**src/rtl/mastermind_pkg.sv**
```systemverilog
// Shared parameters and types for the Mastermind scoring datapath.
package mastermind_pkg;
   localparam int COLOUR_W    = 3;
   localparam int NUM_COLOURS = 6;
   localparam int MAX_GUESSES = 10;
   localparam int NUM_PEGS    = 4;
   localparam int GUESS_CNT_W = $clog2(MAX_GUESSES + 1);

   typedef logic [COLOUR_W-1:0] colour_t;
   typedef logic [2:0]          peg_cnt_t;

   localparam peg_cnt_t                 PEG_MAX  = 3'd4;
   localparam logic [GUESS_CNT_W-1:0]   MAX_CNT  = GUESS_CNT_W'(MAX_GUESSES);
   localparam logic [GUESS_CNT_W-1:0]   LAST_CNT = GUESS_CNT_W'(MAX_GUESSES - 1);

   function automatic peg_cnt_t min_cnt(input peg_cnt_t a, input peg_cnt_t b);
      return (a < b) ? a : b;
   endfunction
endpackage

```
**src/rtl/score_datapath_colour_histogram.sv**
```systemverilog
// Per-colour occurrence counters for one side (code or guess) of the compare.
// Colours outside 0..NUM_COLOURS-1 never match a counter and are therefore dropped.
module colour_histogram
   import mastermind_pkg::*;
(
   input  logic                          clk,
   input  logic                          reset,
   input  logic                          clear,
   input  logic                          inc,
   input  colour_t                       colour,
   output peg_cnt_t [NUM_COLOURS-1:0]    cnt
);

   peg_cnt_t [NUM_COLOURS-1:0] cnt_q;
   peg_cnt_t [NUM_COLOURS-1:0] cnt_d;

   // Next count: clear restarts the tally, including the peg presented in the same cycle.
   always_comb begin
      cnt_d = cnt_q;
      for (int c = 0; c < NUM_COLOURS; c++) begin
         if (clear) begin
            cnt_d[c] = (inc && (colour == colour_t'(c))) ? 3'd1 : 3'd0;
         end else if (inc && (colour == colour_t'(c)) && (cnt_q[c] != PEG_MAX)) begin
            cnt_d[c] = cnt_q[c] + 3'd1;
         end else begin
            cnt_d[c] = cnt_q[c];
         end
      end
   end

   // Counter registers.
   always_ff @(posedge clk) begin
      if (reset) begin
         cnt_q <= '0;
      end else begin
         cnt_q <= cnt_d;
      end
   end

   assign cnt = cnt_q;

endmodule

```
**src/rtl/score_datapath.sv**
```systemverilog
// Mastermind scoring datapath: peg storage, per-position compare, black/white
// reduction and sticky win/lose status for the game control FSM.
module score_datapath
   import mastermind_pkg::*;
(
   input  logic                   clk,
   input  logic                   reset,
   input  colour_t                data_in,
   input  logic                   load_code_1,
   input  logic                   load_code_2,
   input  logic                   load_code_3,
   input  logic                   load_code_4,
   input  logic                   load_guess_1,
   input  logic                   load_guess_2,
   input  logic                   load_guess_3,
   input  logic                   load_guess_4,
   input  logic                   compare,
   input  logic [1:0]             compare_i,
   input  logic                   reach_result_4,
   output peg_cnt_t               black_pegs,
   output peg_cnt_t               white_pegs,
   output logic                   result_valid,
   output logic [GUESS_CNT_W-1:0] guess_count,
   output logic                   win,
   output logic                   lose
);

   logic [NUM_PEGS-1:0] ld_code_s;
   logic [NUM_PEGS-1:0] ld_guess_s;
   colour_t [NUM_PEGS-1:0] code_q, code_d;
   colour_t [NUM_PEGS-1:0] guess_q, guess_d;
   logic load_code_1_q;

   peg_cnt_t black_acc_q, black_acc_d;
   peg_cnt_t black_q, black_d;
   peg_cnt_t white_q, white_d;
   logic     result_valid_q, result_valid_d;
   logic [GUESS_CNT_W-1:0] count_q, count_d;
   logic     win_q, win_d;
   logic     lose_q, lose_d;

   logic     new_game_s, game_over_s, do_cmp_s, do_final_s, hist_clear_s, exact_s;
   colour_t  cmp_code_s, cmp_guess_s;
   peg_cnt_t [NUM_COLOURS-1:0] code_cnt_s;
   peg_cnt_t [NUM_COLOURS-1:0] guess_cnt_s;
   logic [4:0] matches_s;
   logic [4:0] diff_s;
   peg_cnt_t   white_calc_s;

   assign ld_code_s  = {load_code_4, load_code_3, load_code_2, load_code_1};
   assign ld_guess_s = {load_guess_4, load_guess_3, load_guess_2, load_guess_1};

   assign new_game_s   = load_code_1 & ~load_code_1_q;
   assign game_over_s  = win_q | lose_q;
   // reach_result_4 wins over a simultaneous (illegal) compare.
   assign do_cmp_s     = compare & ~reach_result_4 & ~game_over_s;
   assign do_final_s   = reach_result_4 & ~game_over_s & ~new_game_s;
   assign hist_clear_s = do_cmp_s & (compare_i == 2'd0);

   assign cmp_code_s  = code_q[compare_i];
   assign cmp_guess_s = guess_q[compare_i];
   assign exact_s     = (cmp_code_s == cmp_guess_s) && (cmp_guess_s < colour_t'(NUM_COLOURS));

   // Peg registers follow their level enables independently of game state.
   always_comb begin
      code_d  = code_q;
      guess_d = guess_q;
      for (int i = 0; i < NUM_PEGS; i++) begin
         code_d[i]  = ld_code_s[i]  ? data_in : code_q[i];
         guess_d[i] = ld_guess_s[i] ? data_in : guess_q[i];
      end
   end

   colour_histogram u_code_hist (
      .clk    (clk),
      .reset  (reset),
      .clear  (hist_clear_s),
      .inc    (do_cmp_s),
      .colour (cmp_code_s),
      .cnt    (code_cnt_s)
   );

   colour_histogram u_guess_hist (
      .clk    (clk),
      .reset  (reset),
      .clear  (hist_clear_s),
      .inc    (do_cmp_s),
      .colour (cmp_guess_s),
      .cnt    (guess_cnt_s)
   );

   // Exact-match accumulator, restarted by index 0.
   always_comb begin
      if (!do_cmp_s) begin
         black_acc_d = black_acc_q;
      end else if (compare_i == 2'd0) begin
         black_acc_d = exact_s ? 3'd1 : 3'd0;
      end else if (exact_s && (black_acc_q != PEG_MAX)) begin
         black_acc_d = black_acc_q + 3'd1;
      end else begin
         black_acc_d = black_acc_q;
      end
   end

   // Colour matches irrespective of position; white is what is left after blacks.
   always_comb begin
      matches_s = 5'd0;
      for (int c = 0; c < NUM_COLOURS; c++) begin
         matches_s = matches_s + 5'(min_cnt(code_cnt_s[c], guess_cnt_s[c]));
      end
      diff_s = matches_s - {2'b00, black_acc_q};
      if (matches_s <= {2'b00, black_acc_q}) begin
         white_calc_s = 3'd0;
      end else if (diff_s > 5'd4) begin
         white_calc_s = PEG_MAX;
      end else begin
         white_calc_s = diff_s[2:0];
      end
   end

   // Result and status update: a new game clears, finalise publishes the score.
   always_comb begin
      result_valid_d = 1'b0;
      if (new_game_s) begin
         black_d = 3'd0;
         white_d = 3'd0;
         count_d = '0;
         win_d   = 1'b0;
         lose_d  = 1'b0;
      end else if (do_final_s) begin
         black_d        = black_acc_q;
         white_d        = white_calc_s;
         result_valid_d = 1'b1;
         count_d        = (count_q == MAX_CNT) ? count_q : count_q + 1'b1;
         if (black_acc_q == PEG_MAX) begin
            win_d  = 1'b1;
            lose_d = lose_q;
         end else if (count_q == LAST_CNT) begin
            win_d  = win_q;
            lose_d = 1'b1;
         end else begin
            win_d  = win_q;
            lose_d = lose_q;
         end
      end else begin
         black_d = black_q;
         white_d = white_q;
         count_d = count_q;
         win_d   = win_q;
         lose_d  = lose_q;
      end
   end

   // State registers.
   always_ff @(posedge clk) begin
      if (reset) begin
         code_q         <= '0;
         guess_q        <= '0;
         load_code_1_q  <= 1'b0;
         black_acc_q    <= 3'd0;
         black_q        <= 3'd0;
         white_q        <= 3'd0;
         result_valid_q <= 1'b0;
         count_q        <= '0;
         win_q          <= 1'b0;
         lose_q         <= 1'b0;
      end else begin
         code_q         <= code_d;
         guess_q        <= guess_d;
         load_code_1_q  <= load_code_1;
         black_acc_q    <= black_acc_d;
         black_q        <= black_d;
         white_q        <= white_d;
         result_valid_q <= result_valid_d;
         count_q        <= count_d;
         win_q          <= win_d;
         lose_q         <= lose_d;
      end
   end

   assign black_pegs   = black_q;
   assign white_pegs   = white_q;
   assign result_valid = result_valid_q;
   assign guess_count  = count_q;
   assign win          = win_q;
   assign lose         = lose_q;

endmodule

```
**config.mk**
```make
export PLATFORM = sky130hd
export DESIGN_NAME = score_datapath
export DESIGN_NICKNAME = d
export VERILOG_FILES = /design/src/rtl/mastermind_pkg.sv /design/src/rtl/score_datapath_colour_histogram.sv /design/src/rtl/score_datapath.sv
export SDC_FILE = /design/constraint.sdc
export NUM_CORES = 1
export LEC_CHECK = 0
export BUFFER_PORTS_ARGS = -buffer_cell sky130_fd_sc_hd__buf_4
export CAP_MARGIN = 20
export CORE_MARGIN = 5
export CORE_UTILIZATION = 40
export CTS_BUF_LIST = sky130_fd_sc_hd__clkbuf_4 sky130_fd_sc_hd__clkbuf_8 sky130_fd_sc_hd__clkbuf_16
export CTS_CLUSTER_SIZE = 28
export DETAILED_ROUTE_END_ITERATION = 16
export PLACE_DENSITY_LB_ADDON = 0.25
export SYNTH_ARGS = -nofsm -noshare
export SYNTH_HDL_FRONTEND = slang
export SYNTH_SLANG_ARGS = --single-unit
```
**constraint.sdc**
```tcl
create_clock -name clk -period 10.51 [get_ports clk]
set_input_delay 1.5765 -clock clk [delete_from_list [all_inputs] [get_ports clk]]
set_output_delay 1.5765 -clock clk [all_outputs]
set_load 0.03 [all_outputs]
```
After elaboration in Yosys (flattened, before gate mapping)

Index checks and enable logic that the tools add are counted.

Bits in registers: 77
Latch bits: 0
Bits in writable memories: 0
Bits in read-only memories: 0
Output and inout bits: 13
Logic and storage cells: 197
Memories kept: 0

Add/subtract/negate cells: 20
Multipliers: 0
Div/mod/pow operators: 0
Magnitude comparators: 10
Eq/ne operators: 27
Shifts and indexed selects: 0
Muxes and demuxes: 52
Bitwise gates (word level): 13
Reductions and logical operators: 47

Operators by type and width:

| cell                  | number |
|---|---|
| $mux W3               | 36 |
| $add A3 B1 Y3 const B | 13 |
| $ne A3 B3 Y1 const B  | 13 |
| $logic_and A1 B1 Y1   | 26 |
| $reduce_bool A2 Y1    | 13 |
| $lt A3 B3 Y1          | 6 |
| $add A5 B3 Y5         | 3 |
| $eq A3 B3 Y1 const B  | 5 |
| $mux W1               | 14 |
| $bmux W3 S2           | 2 |
| $eq A3 B2 Y1 const B  | 4 |
| $eq A4 B4 Y1 const B  | 2 |
| $and A1 B1 Y1         | 6 |
| $eq A3 B1 Y1 const B  | 2 |
| $logic_not A3 Y1      | 2 |
| $not A1 Y1            | 6 |
| $reduce_and A2 Y1     | 3 |
| $add A4 B3 Y5         | 1 |
| $gt A5 B3 Y1 const B  | 1 |
| $le A5 B3 Y1          | 1 |
| $sub A5 B3 Y5         | 1 |
| $add A3 B3 Y4         | 1 |
| $add A4 B1 Y4 const B | 1 |
| $eq A3 B3 Y1          | 1 |
| 6 further kinds       | 6 |

Depth between registers and ports, before layout

Gate-level depths: netlist of the first run.

Depth after elaboration: 11
Gate-level depth with buffers: 19
Gate-level depth less buffers: 19

By module

Synthesis of the first run repeated with hierarchy kept, for this count alone.

Cells, all modules: 562
Area total of the unflattened synthesis: 5106.1 um^2

By module, submodules not included:

| module           | times used | cells an instance | area each (um^2) |
|---|---|---|---|
| score_datapath   | 1          | 310               | 2894.0 |
| colour_histogram | 2          | 126               | 1106.1 |

Worst setup path before layout of the first run

Ideal clock, no wire load.

Kind: reg-to-reg
From: register u_guess_hist.cnt_q, in the netlist u_guess_hist.cnt[4]
To: register white_q[2] (netlist: white_pegs[2])
Setup time: 122 ps
Arrival time: 4391 ps
Path slack: 5998 ps
Cell stages (with the launch flop): 18
Buffers on the path: 0
Period minus slack after synthesis: 4512 ps
Cell sequence: dfxtp_1 inv_1 ha_1 a21boi_0 o21ai_0 nand2b_1 mux2i_1 fa_1 fa_1 inv_1 fa_1 ha_1 ha_1 and3b_1 or4b_2 o31a_1 o21ai_0 a21oi_1

Cells in the longest elaborated chain, start to end: 11
Elaborated cells on any way between the ends: 12
Those cells by class: 6 x add/sub; 3 x order compare; 3 x mux

RTL lines:

| item                         | RTL line                              | RTL |
|---|---|---|
| start, declared              | score_datapath_colour_histogram.sv:14 | `peg_cnt_t [NUM_COLOURS-1:0] cnt_q;` |
| start signal, assigned       | score_datapath_colour_histogram.sv:36 | `cnt_q <= cnt_d;` |
| $lt A3 B3 Y1                 | mastermind_pkg.sv:17                  | `return (a < b) ? a : b;` |
| $mux W3 *                    | mastermind_pkg.sv:17                  |  |
| $add A3 B3 Y4 *              | score_datapath.sv:109                 | `matches_s = matches_s + 5'(min_cnt(code_cnt_s[c], guess_cnt_s[c]));` |
| $add A4 B3 Y5 *              | score_datapath.sv:109                 |  |
| $add A5 B3 Y5 * (3 in a row) | score_datapath.sv:109                 |  |
| $sub A5 B3 Y5                | score_datapath.sv:111                 | `diff_s = matches_s - {2'b00, black_acc_q};` |
| $gt A5 B3 Y1                 | score_datapath.sv:114                 | `end else if (diff_s > 5'd4) begin` |
| $mux W3                      | score_datapath.sv:114                 |  |
| $mux W3 *                    | score_datapath.sv:112                 | `if (matches_s <= {2'b00, black_acc_q}) begin` |
| end signal, assigned         | score_datapath.sv:173                 | `white_q <= white_d;` |
| end, declared                | score_datapath.sv:36                  | `peg_cnt_t white_q, white_d;` |

Every way passes the cells marked *; elsewhere a longest branch is shown, timed or not.
A chain may end at the register's enable or synchronous reset.

Final worst setup path of the first run

Same ends and word-level chain as after synthesis.

==> run_results.csv, run 1 <==
group,metric,value,unit
cells_and_area,final_nets,640,
timing,slew_headroom,0.342,
setup_path,cpPeakStageDelay,690,ps
drt,drt_iter0_markers,133,
cts,clk_pin_slew,60,ps
drt,wl_per_cell,14.6,um
drt,drc_errors,0,
yosys,async_reset_ff_frac,0,
place,portBuffers,29,
setup_path,timing.rr.start,"u_guess_hist.cnt[4]",
cts,cts.sinks,77,
min_path,holdPathStages,2,
cells_and_area,antenna_cells,0,
yosys,synth_area_leader_cell,"dfxtp_1",
yosys,yosys-top-cells-area,"dfxtp_1 32%, ha_1 14%, mux2i_1 7.9%",
yosys,ys_ff_latch,77,
grt,grt_max_degree,42,
yosys,synth_area,4800,um^2
yosys,synth.top_cell.area_share,0.321,
timing,fin_crit_sh,0.463,
die,die_w,120,um
cts,cts_buffer_depth,2,
cells_and_area,fillers,1172,
setup_path,critPathTopFamily,"adder cells",
timing,final_max_slew_viol_count,0,
cts,cts_tree,"done",
outcome,run_status,"finished clean",
die,rows,40,
setup_path,r2r_end,"white_pegs[2]",
cts,postCtsSetupBuffers,0,
run,maxCapViolCount,0,
place,gp_congestion,0.828,
drt,antenna_left,0,
setup_path,rrSetupSlack,5650,ps
setup_path,start_kind,"register",
setup_path,path_max_fanout,4,
setup_path,crit_buf_inv,2,
yosys,post_synth.cell_area_avg,9.03,um^2
grt,grtUsageTotal,0.151,
die,die_area,14300,um^2
cells_and_area,multi_input_comb_area,2970,um^2
cells_and_area,area_growth,13.0,%
drt,first_pass_iters,4,
cells_and_area,final_util,0.456,
cts,insertion_delay,350,ps
cts,post_cts_resized,0,
yosys,synth_warnings,0,
die,start_util,0.403,
yosys,synth-edff-count,0,
timing,setup_violations,0,
cts,cts_htree_levels,3,
min_path,holdPathEnd,"black_pegs[2]",
setup_path,worstPathCellList,"inv_1 > ha_1 > a21boi_0 > o21ai_0 > nand2b_1 > mux2i_1 > fa_1 > fa_1 > inv_1 > fa_1 > ha_1 > ha_1 > and3b_1 > or4b_2 > o31a_1 > o21ai_0 > a21oi_1",
cts,cts_buffers,9,
setup_path,critPathCaptureType,"register",
drt,wl,10.4,mm
min_path,hold_path_class,"reg -> reg",
timing,hold_violations,0,
grt,grt_overflow_total,0,
yosys,ys_seq_area_frac,0.321,
die,io_pins,30,
yosys,yosys_most_used_dff,"dfxtp_1",
yosys,yosysMostFrequentCell,"dfxtp_1",
yosys,yosysUniqueCellTypes,50,
power_and_ir_drop,p_leak,2.33,nW
cts,cts_root_buf,"clkbuf_16",
cts,hold_buffers,0,
setup_path,required,10720,ps
setup_path,path_class,"reg -> reg",
grt,grt_pass1_vias,3677,
timing,fin_crit,4860,ps
min_path,hp-start,"black_pegs[2]",
cells_and_area,seqCellArea,1540,um^2
die,die_h,120,um
yosys,syn_inst,532,
timing,rsz0062_at_grt,"false",
setup_path,cp_data_arrival_time,5070,ps
grt,antenna_found_initial,0,
power_and_ir_drop,irDropWorstVdd,112,uV
setup_path,cpMaxStageDelayCell,"or4b_2",
setup_path,rr_worst_depth,17,
setup_path,worst-path-stages,17,
power_and_ir_drop,power.density,127,nW/um^2
grt,grt_pass1_wl,17.4,mm
drt,avgViaCountPerCell,5.19,
place,dpl.hpwl,7.80,mm
yosys,synthTopCellsByCount,"77 x dfxtp_1, 61 x nor2_1, 57 x inv_1, 53 x ha_1, 38 x mux2i_1",
die,core_region_area,11900,um^2
timing,fin_skew,9.31,ps
timing,setup-tns-final,0,ps
yosys,syn_nets,615,
timing,worstMarginPinSlew,974,ps
timing,fmax,206,MHz
cells_and_area,drive_above_1_share,0.105,
drt,routed-via-count,3682,
[cell usage in the layout, fill, tap and decap left out, types with 3 or more instances in the layout]
cell type / synthesis / final
dfxtp_1: 77 / 77
nor2_1: 61 / 61
inv_1: 57 / 57
ha_1: 53 / 53
mux2i_1: 38 / 38
nand2_1: 37 / 37
buf_4: 0 / 32
a21oi_1: 31 / 31
nand3_1: 23 / 23
fa_1: 13 / 13
nand2b_1: 12 / 12
o21ai_0: 11 / 11
xor2_1: 9 / 9
clkbuf_16: 0 / 9
a21o_1: 8 / 8
nor3_1: 8 / 8
xnor2_1: 7 / 7
mux4_2: 6 / 6
a32oi_1: 5 / 5
and3_1: 4 / 4
nand4_1: 4 / 4
a211oi_1: 4 / 4
a21boi_0: 3 / 3
nor2b_1: 3 / 3
a311oi_1: 3 / 3
a31oi_1: 3 / 3
nor3b_1: 3 / 3
nor4_1: 3 / 3
[sequential cells by signal, summed over array words and instances (netlist names)]
register and flops:
guess_count 4, win 1, result_valid 1, code_q 12
white_pegs 3, black_pegs 3, guess_q 12, u_guess_hist.cnt 18
black_acc_q 3, lose 1, load_code_1_q 1, u_code_hist.cnt 18
[worst min-delay path, cell delays in order (launching register included)]
cell and delay [ps]:
dfxtp_1 310, nand2_1 50, a21oi_1 50
[worst max-delay path by stage]
stage / from / to / slack (ps)
2_1_floorplan: u_guess_hist.cnt[4] / white_pegs[2] / 6000
3_3_place_gp: u_guess_hist.cnt[1] / white_pegs[2] / 5750
3_5_place_dp: u_guess_hist.cnt[1] / white_pegs[2] / 5660
4_1_cts: u_guess_hist.cnt[1] / white_pegs[2] / 5630
5_1_grt: u_guess_hist.cnt[1] / white_pegs[2] / 5380
6_report: u_guess_hist.cnt[4] / white_pegs[2] / 5650
[report_power, final]
group	total [W]	switching (W)	internal, W
Clock	0.000297	0.000134	0.000163
Sequential	0.000307	0.00000610	0.000301
Combinational	0.0000841	0.0000492	0.0000350
Total	0.000688	0.000190	0.000498
[stage by stage]
stage               instances  hold WS [ps]  setup WS, ps  power, W  cell area (um^2)
floorplan                 532           449          6000  0.000373              4800
global placement          693           444          5750  0.000395              5150
detailed placement        693           453          5660  0.000398              5150
CTS                       709           461          5630  0.000698              5430
global route              709           493          5380  0.000719              5430
finish                    709           459          5650  0.000688              5430
[metal layers]
layer / up-vias / routed length (um) / global-route usage
met5: - / 0 / 0
met4: 0 / 250 / 0.0573
met3: 17 / 500 / 0.0481
met2: 57 / 4820 / 0.253
met1: 1729 / 4780 / 0.181
li1: 1879 / - / -
[area by class of cell]
cell class                      instances  share of cell area
Multi-Input combinational cell        380               0.547
Sequential cell                        77               0.284
Timing Repair Buffer                   32              0.0442
Clock buffer                            9              0.0415
Inverter                               57              0.0394
Tap cell                              147              0.0339
Clock inverter                          7              0.0106
[logic make-up after synthesis]
family / after synthesis / synth area share
AOI/OAI and AO/OA: 78 / 0.106
xor gates and xnor gates: 16 / 0.0292
adders and majority gates: 66 / 0.192
buffers and inverters: 75 / 0.0612
DFF: 77 / 0.321
muxes: 45 / 0.110
and+or+nand+nor: 175 / 0.181
(Power assumes the default switching activity.)
==> run 2, diff against run 1 <==
--- a/config.mk
+++ b/config.mk
@@ -5,6 +5,7 @@
 export SDC_FILE = /design/constraint.sdc
 export NUM_CORES = 1
 export LEC_CHECK = 0
+export ABC_AREA = 1
 export BUFFER_PORTS_ARGS = -buffer_cell sky130_fd_sc_hd__buf_4
 export CAP_MARGIN = 20
 export CORE_MARGIN = 5
==> constraint.sdc (replaced) <==
create_clock -name clk -period 4.37 [get_ports clk]
set_input_delay 0.6555 -clock clk [delete_from_list [all_inputs] [get_ports clk]]
set_output_delay 0.6555 -clock clk [all_outputs]
set_load 0.03 [all_outputs]
==> run_results.csv, run 2 <==
group,metric,value,unit
run,maxCapViolCount,0,
setup_path,required,4650,ps
power_and_ir_drop,p_comb_frac,0.211,
timing,setup_violations,0,
cells_and_area,mostFrequentLayoutCell,"nand2_1",
yosys,synth.top_cell.area_share,0.311,
timing,fmax,241,MHz
yosys,synth_area_leader_cell,"dfxtp_1",
setup_path,worstPathCellList,"inv_1 > ha_4 > a21oi_2 > nand2_2 > nand2_1 > o21ai_2 > fa_1 > inv_1 > fa_2 > inv_1 > fa_1 > ha_2 > fa_1 > nor2_1 > nand2_1 > xor2_1 > o21ai_1 > nor2b_1 > nand3_1 > a21oi_2",
cells_and_area,final_util,0.479,
timing,worstMarginPinSlew,732,ps
cells_and_area,fillers,1211,
drt,first_pass_iters,4,
setup_path,critPathCaptureType,"register",
power_and_ir_drop,switching_share,0.302,
drt,routed-via-count,4407,
setup_path,rrSetupSlack,230,ps
yosys,async_reset_ff_frac,0,
setup_path,critPathTopFamily,"adder cells",
yosys,synthTopCellsByCount,"145 x nand2_1, 91 x inv_1, 83 x nor2_1, 77 x dfxtp_1, 56 x o21ai_0",
drt,drc_errors,0,
timing,fin_crit,4140,ps
power_and_ir_drop,p_leak,2.63,nW
yosys,yosys-top-cells-area,"dfxtp_1 31%, ha_1 13%, nand2_1 11%",
grt,grt_max_degree,39,
setup_path,path_max_fanout,4,
die,io_pins,30,
cells_and_area,seqCellArea,1560,um^2
power_and_ir_drop,p_sw,0.000584,W
die,die_area,14700,um^2
timing,fin_crit_sh,0.948,
cts,cts_htree_levels,3,
cells_and_area,area_growth,16.8,%
die,start_util,0.410,
min_path,hold_path_class,"reg -> reg",
drt,wl,11.5,mm
setup_path,path_class,"reg -> reg",
min_path,holdPathStages,2,
drt,drt_iter0_markers,219,
drt,avgViaCountPerCell,4.89,
cts,cts.sinks,77,
place,gp_congestion,0.839,
place,portBuffers,29,
power_and_ir_drop,power.density,335,nW/um^2
die,die_h,121,um
grt,grt_pass1_wl,19.4,mm
grt,grtUsageTotal,0.165,
die,core_region_area,12100,um^2
cells_and_area,antenna_cells,0,
cells_and_area,fin_cells,902,
place,dpl.hpwl,8.59,mm
setup_path,rr_worst_depth,20,
cts,insertion_delay,340,ps
cts,cts_root_buf,"clkbuf_16",
power_and_ir_drop,p_total,0.00194,W
timing,hold_slack,468,ps
min_path,hp-start,"black_pegs[0]",
setup_path,crit_buf_inv,3,
yosys,synth_warnings,0,
power_and_ir_drop,intPower,0.00135,W
setup_path,cpPeakStageDelay,530,ps
min_path,holdPathEnd,"black_pegs[0]",
yosys,ys_seq_area_frac,0.311,
yosys,synth-edff-count,0,
timing,hold_violations,0,
power_and_ir_drop,irDropWorstVdd,219,uV
die,die_w,121,um
power_and_ir_drop,clkPwrFrac,0.399,
grt,grt_pass1_vias,4173,
place,dp_cells,882,
yosys,syn_inst,697,
yosys,yosysUniqueCellTypes,34,
timing,fin_skew,6.02,ps
outcome,run_status,"finished clean",
cts,clk_pin_slew,60,ps
drt,wl_per_cell,12.8,um
power_and_ir_drop,seqPwrFrac,0.389,
yosys,ys_ff_latch,77,
yosys,synth_area,4950,um^2
cells_and_area,drive_above_1_share,0.165,
timing,setup-tns-final,0,ps
yosys,post_synth.cell_area_avg,7.10,um^2
yosys,yosys_most_used_dff,"dfxtp_1",
setup_path,cp_data_arrival_time,4430,ps
cells_and_area,multi_input_comb_area,3050,um^2
grt,antenna_found_initial,0,
drt,antenna_left,0,
timing,slew_headroom,0.512,
cells_and_area,final_cell_mix,"142 x nand2_1, 88 x inv_1, 83 x nor2_1",
die,rows,40,
setup_path,timing.rr.start,"u_guess_hist.cnt[14]",
cts,cts_buffers,9,
yosys,syn_nets,780,
cells_and_area,final_nets,812,
cts,cts_buffer_depth,2,
cts,cts_tree,"done",
grt,grt_overflow_total,0,
setup_path,start_kind,"register",
yosys,yosysMostFrequentCell,"nand2_1",
setup_path,r2r_end,"white_pegs[0]",
setup_path,cpMaxStageDelayCell,"fa_1",
timing,final_max_slew_viol_count,0,
-- run 2: cell types whose count changed in the layout (fill, tap and decap cells not counted), sizes merged, moves of 6 or more --
cell    delta
a21oi     +15
mux4       -6
nand2    +117
o21ai     +59
nand3     +20
nand2b    -12
mux2i     -38
buf        +6
a21o       -8
nor2      +30
inv       +40
-- run 2: timing repair --
item / 4_1_cts / 5_1_grt
buffers inserted: 0 / 4
endpoints found under the setup margin: 0 / 3
hold buffers: 0 / 0
resized for setup: 0 / 46
-- run 2: worst register-to-register path: cells and delay by family (launching register included) --
family	cells	cell delay, ps
xor+xnor	1	190
buf+inv	3	240
compound gates	4	460
fa+ha+maj	6	2230
flops	1	330
simple gates	6	620
-- run 2: kinds of logic (layout without fill, tap and decap cells) --
family	Yosys count	in the layout	share of synthesized area
adders and majority gates	66	66	0.187
xor gates and xnor gates	6	6	0.0106
buffers and inverters	117	154	0.0925
and+or+nand+nor	299	299	0.258
DFF	77	77	0.311
AOI/OAI and AO/OA	132	132	0.142
-- run 2: power groups by stage --
stage / clock network [W] / registers (W) / logic [W]
after floorplan: 0 / 0.000774 / 0.000286
after global placement: 0 / 0.000768 / 0.000382
after detailed placement: 0 / 0.000769 / 0.000397
after CTS: 0.000795 / 0.000754 / 0.000399
after global routing: 0.000824 / 0.000758 / 0.000476
final: 0.000772 / 0.000754 / 0.000409
-- run 2: final cells by class --
class	count	area share
Timing Repair Buffer	38	0.0493
Sequential cell	77	0.269
Inverter	100	0.0649
Clock inverter	5	0.0102
Multi-Input combinational cell	503	0.527
Clock buffer	11	0.0426
Tap cell	168	0.0363
-- run 2: worst max path at each step --
| stage | slack (ps) | end | depth (start not counted) | start |
|---|---|---|---|---|
| 2_1_floorplan | 390 | white_pegs[0] | 18 | u_guess_hist.cnt[5] |
| 3_3_place_gp | 190 | white_pegs[0] | 20 | u_guess_hist.cnt[11] |
| 3_5_place_dp | 40 | white_pegs[0] | 18 | u_guess_hist.cnt[5] |
| 4_1_cts | 10 | white_pegs[0] | 18 | u_guess_hist.cnt[5] |
| 5_1_grt | -20 | white_pegs[0] | 20 | u_guess_hist.cnt[13] |
| 6_report | 230 | white_pegs[0] | 20 | u_guess_hist.cnt[14] |
-- run 2: metal layers --
| layer | global-route usage | wire [um] | up-vias |
|---|---|---|---|
| met1 | 0.205 | 5350 | 2050 |
| li1 | - | - | 2300 |
| met2 | 0.283 | 5580 | 45 |
| met5 | 0 | 0 | - |
| met4 | 0.0462 | 175 | 0 |
| met3 | 0.0410 | 407 | 12 |
-- run 2: metrics by stage --
| stage | area (um^2) | setup slack, ps |
|---|---|---|
| 2_1_floorplan | 4950 | 387 |
| 3_3_place_gp | 5330 | 190 |
| 3_5_place_dp | 5330 | 35.5 |
| 4_1_cts | 5640 | 13.6 |
| 5_1_grt | 5780 | -24.2 |
| 6_report | 5780 | 227 |
==> run 3, diff against run 2 <==
--- a/config.mk
+++ b/config.mk
@@ -7,10 +7,9 @@
 export LEC_CHECK = 0
 export ABC_AREA = 1
 export BUFFER_PORTS_ARGS = -buffer_cell sky130_fd_sc_hd__buf_4
-export CAP_MARGIN = 20
 export CORE_MARGIN = 5
 export CORE_UTILIZATION = 40
-export CTS_BUF_LIST = sky130_fd_sc_hd__clkbuf_4 sky130_fd_sc_hd__clkbuf_8 sky130_fd_sc_hd__clkbuf_16
+export CTS_BUF_LIST = sky130_fd_sc_hd__clkbuf_2
 export CTS_CLUSTER_SIZE = 28
 export DETAILED_ROUTE_END_ITERATION = 16
 export PLACE_DENSITY_LB_ADDON = 0.25
==> constraint.sdc (replaced) <==
create_clock -name clk -period 4.7 [get_ports clk]
set_input_delay 0.705 -clock clk [delete_from_list [all_inputs] [get_ports clk]]
set_output_delay 0.705 -clock clk [all_outputs]
set_load 0.03 [all_outputs]
==> run_results.csv, run 3 (synthesis results as in run 2) <==
group,metric,value,unit
outcome,run_status,"finished clean",
timing,setup-tns-final,0,ps
min_path,hold_path_class,"in -> reg",
cts,cts.sinks,77,
setup_path,critPathCaptureType,"register",
die,die_w,121,um
die,start_util,0.410,
power_and_ir_drop,clkPwrFrac,0.282,
setup_path,r2r_end,"white_pegs[0]",
drt,top_layer,"met4",
power_and_ir_drop,seqPwrFrac,0.471,
drt,first_pass_iters,5,
cells_and_area,area_growth,10.3,%
timing,rsz0062_at_grt,"false",
min_path,hp-start,"reset",
die,die_h,121,um
timing,worstMarginPinSlew,659,ps
cells_and_area,final_nets,807,
place,dpl.hpwl,8.55,mm
min_path,holdPathStages,2,
cts,postCtsSetupBuffers,0,
drt,wl_per_cell,12.7,um
setup_path,start_kind,"register",
grt,grtUsageTotal,0.165,
cells_and_area,fin_cells,897,
timing,fin_crit_sh,0.930,
cells_and_area,fin_area,5460,um^2
power_and_ir_drop,p_leak,2.51,nW
drt,wl_met1,5.39,mm
die,die_area,14700,um^2
drt,dr_wl_met2,5.51,mm
min_path,holdPathEnd,"u_code_hist.cnt[9]",
cts,cts_root_buf,"clkbuf_2",
power_and_ir_drop,p_sw,0.000500,W
cts,insertion_delay,570,ps
setup_path,rr_worst_depth,18,
timing,hold_violations,0,
timing,setup_violations,0,
setup_path,cp_data_arrival_time,4880,ps
setup_path,path_class,"reg -> reg",
setup_path,required,5200,ps
cts,cts_tree,"done",
cts,cts_buffers,9,
cts,clk_pin_slew,220,ps
drt,wl,11.4,mm
timing,fin_crit,4370,ps
setup_path,rrSetupSlack,330,ps
cts,cts_htree_levels,3,
timing,fin_skew,23.4,ps
drt,antenna_left,0,
place,dpl_cell_area,5330,um^2
power_and_ir_drop,power.density,273,nW/um^2
cts,cts_buffer_depth,2,
drt,routed-via-count,4386,
run,maxCapViolCount,0,
grt,grt_overflow_total,0,
die,core_region_area,12100,um^2
power_and_ir_drop,p_comb_frac,0.247,
place,portBuffers,29,
timing,slew_headroom,0.560,
grt,grt_max_degree,39,
cells_and_area,final_cell_mix,"145 x nand2_1, 91 x inv_1, 83 x nor2_1",
grt,grt_pass1_wl,19.7,mm
drt,drt_iter0_markers,276,
power_and_ir_drop,switching_share,0.336,
power_and_ir_drop,p_total,0.00149,W
die,rows,40,
place,gp_congestion,0.835,
setup_path,path_max_fanout,4,
setup_path,timing.rr.start,"u_guess_hist.cnt[8]",
grt,grt_pass1_vias,4274,
timing,final_max_slew_viol_count,0,
power_and_ir_drop,irDropWorstVdd,161,uV
timing,fmax,229,MHz
drt,avgViaCountPerCell,4.89,
grt,antenna_found_initial,1,
cells_and_area,drive_above_1_share,0.106,
drt,dr_wl_met3,375,um
die,io_pins,30,
drt,drc_errors,0,
cells_and_area,mostFrequentLayoutCell,"nand2_1",
place,dp_cells,881,
power_and_ir_drop,intPower,0.000991,W
run 3: cell count changes in the layout (fill, tap and decap cells not counted), sizes merged:
| cell | previous run | this run |
|---|---|---|
| inv | 99 | 98 |
| bufinv | 1 | 2 |
| clkinv | 3 | 5 |
| diode | 0 | 1 |
| clkbuf | 11 | 9 |
| buf | 38 | 33 |
| clkinvlp | 2 | 1 |
run 3: routing by layer:
layer / GRT usage / up-vias
met5: 0 / -
met4: 0.0497 / 0
met3: 0.0415 / 7
met2: 0.288 / 58
met1: 0.200 / 2039
li1: - / 2282
run 3: layout make-up:
cell class / count / area [um^2]
flip-flops and latches: 77 / 1540
repair buffers: 33 / 248
diodes: 1 / 2.50
clock buffers: 9 / 45.0
well taps: 168 / 210
fillers: 1244 / 6600
inverters: 100 / 375
multi-input cells: 503 / 2950
clock inverters: 6 / 88.8
run 3: power by group through the flow:
stage	clock [W]	sequential [W]	combinational [W]
final	0.000421	0.000702	0.000369
after global routing	0.000471	0.000707	0.000427
after CTS	0.000440	0.000702	0.000370
after detailed placement	0	0.000715	0.000368
after global placement	0	0.000714	0.000356
after floorplan	0	0.000720	0.000266
run 3: metrics by stage:
stage,utilization,hold WS (ps),setup slack (ps)
after floorplan,-,448,717
after global placement,0.442,453,491
after detailed placement,0.442,458,381
after CTS,0.453,310,321
after global routing,0.453,302,20.0
final,0.453,368,328
run 3: worst max-delay path, cell delays in order, from the launching register on:
cell,delay [ps]
dfxtp_1,400
inv_1,80
ha_1,300
a21oi_1,180
nand2_1,110
o21ai_0,270
fa_1,520
fa_1,430
inv_1,80
fa_1,420
ha_1,220
fa_1,490
nor2_1,120
nand2_1,60
xor2_1,170
o21ai_0,110
nor2b_1,160
nand3_1,80
a21oi_1,130
run 3: worst max path at each step:
stage / startpoint / end / slack (ps) / depth (start not counted)
6_report: u_guess_hist.cnt[8] / white_pegs[0] / 330 / 18
3_5_place_dp: u_guess_hist.cnt[8] / white_pegs[0] / 380 / 18
4_1_cts: u_guess_hist.cnt[8] / white_pegs[0] / 320 / 18
2_1_floorplan: u_guess_hist.cnt[5] / white_pegs[0] / 720 / 18
3_3_place_gp: u_guess_hist.cnt[11] / white_pegs[0] / 490 / 19
5_1_grt: u_guess_hist.cnt[8] / white_pegs[0] / 20 / 18
run 3: repair_timing:
item                       in CTS  in global routing
setup endpoints to repair       0                  1
hold buffers                    0                  0
resized for setup               0                  1
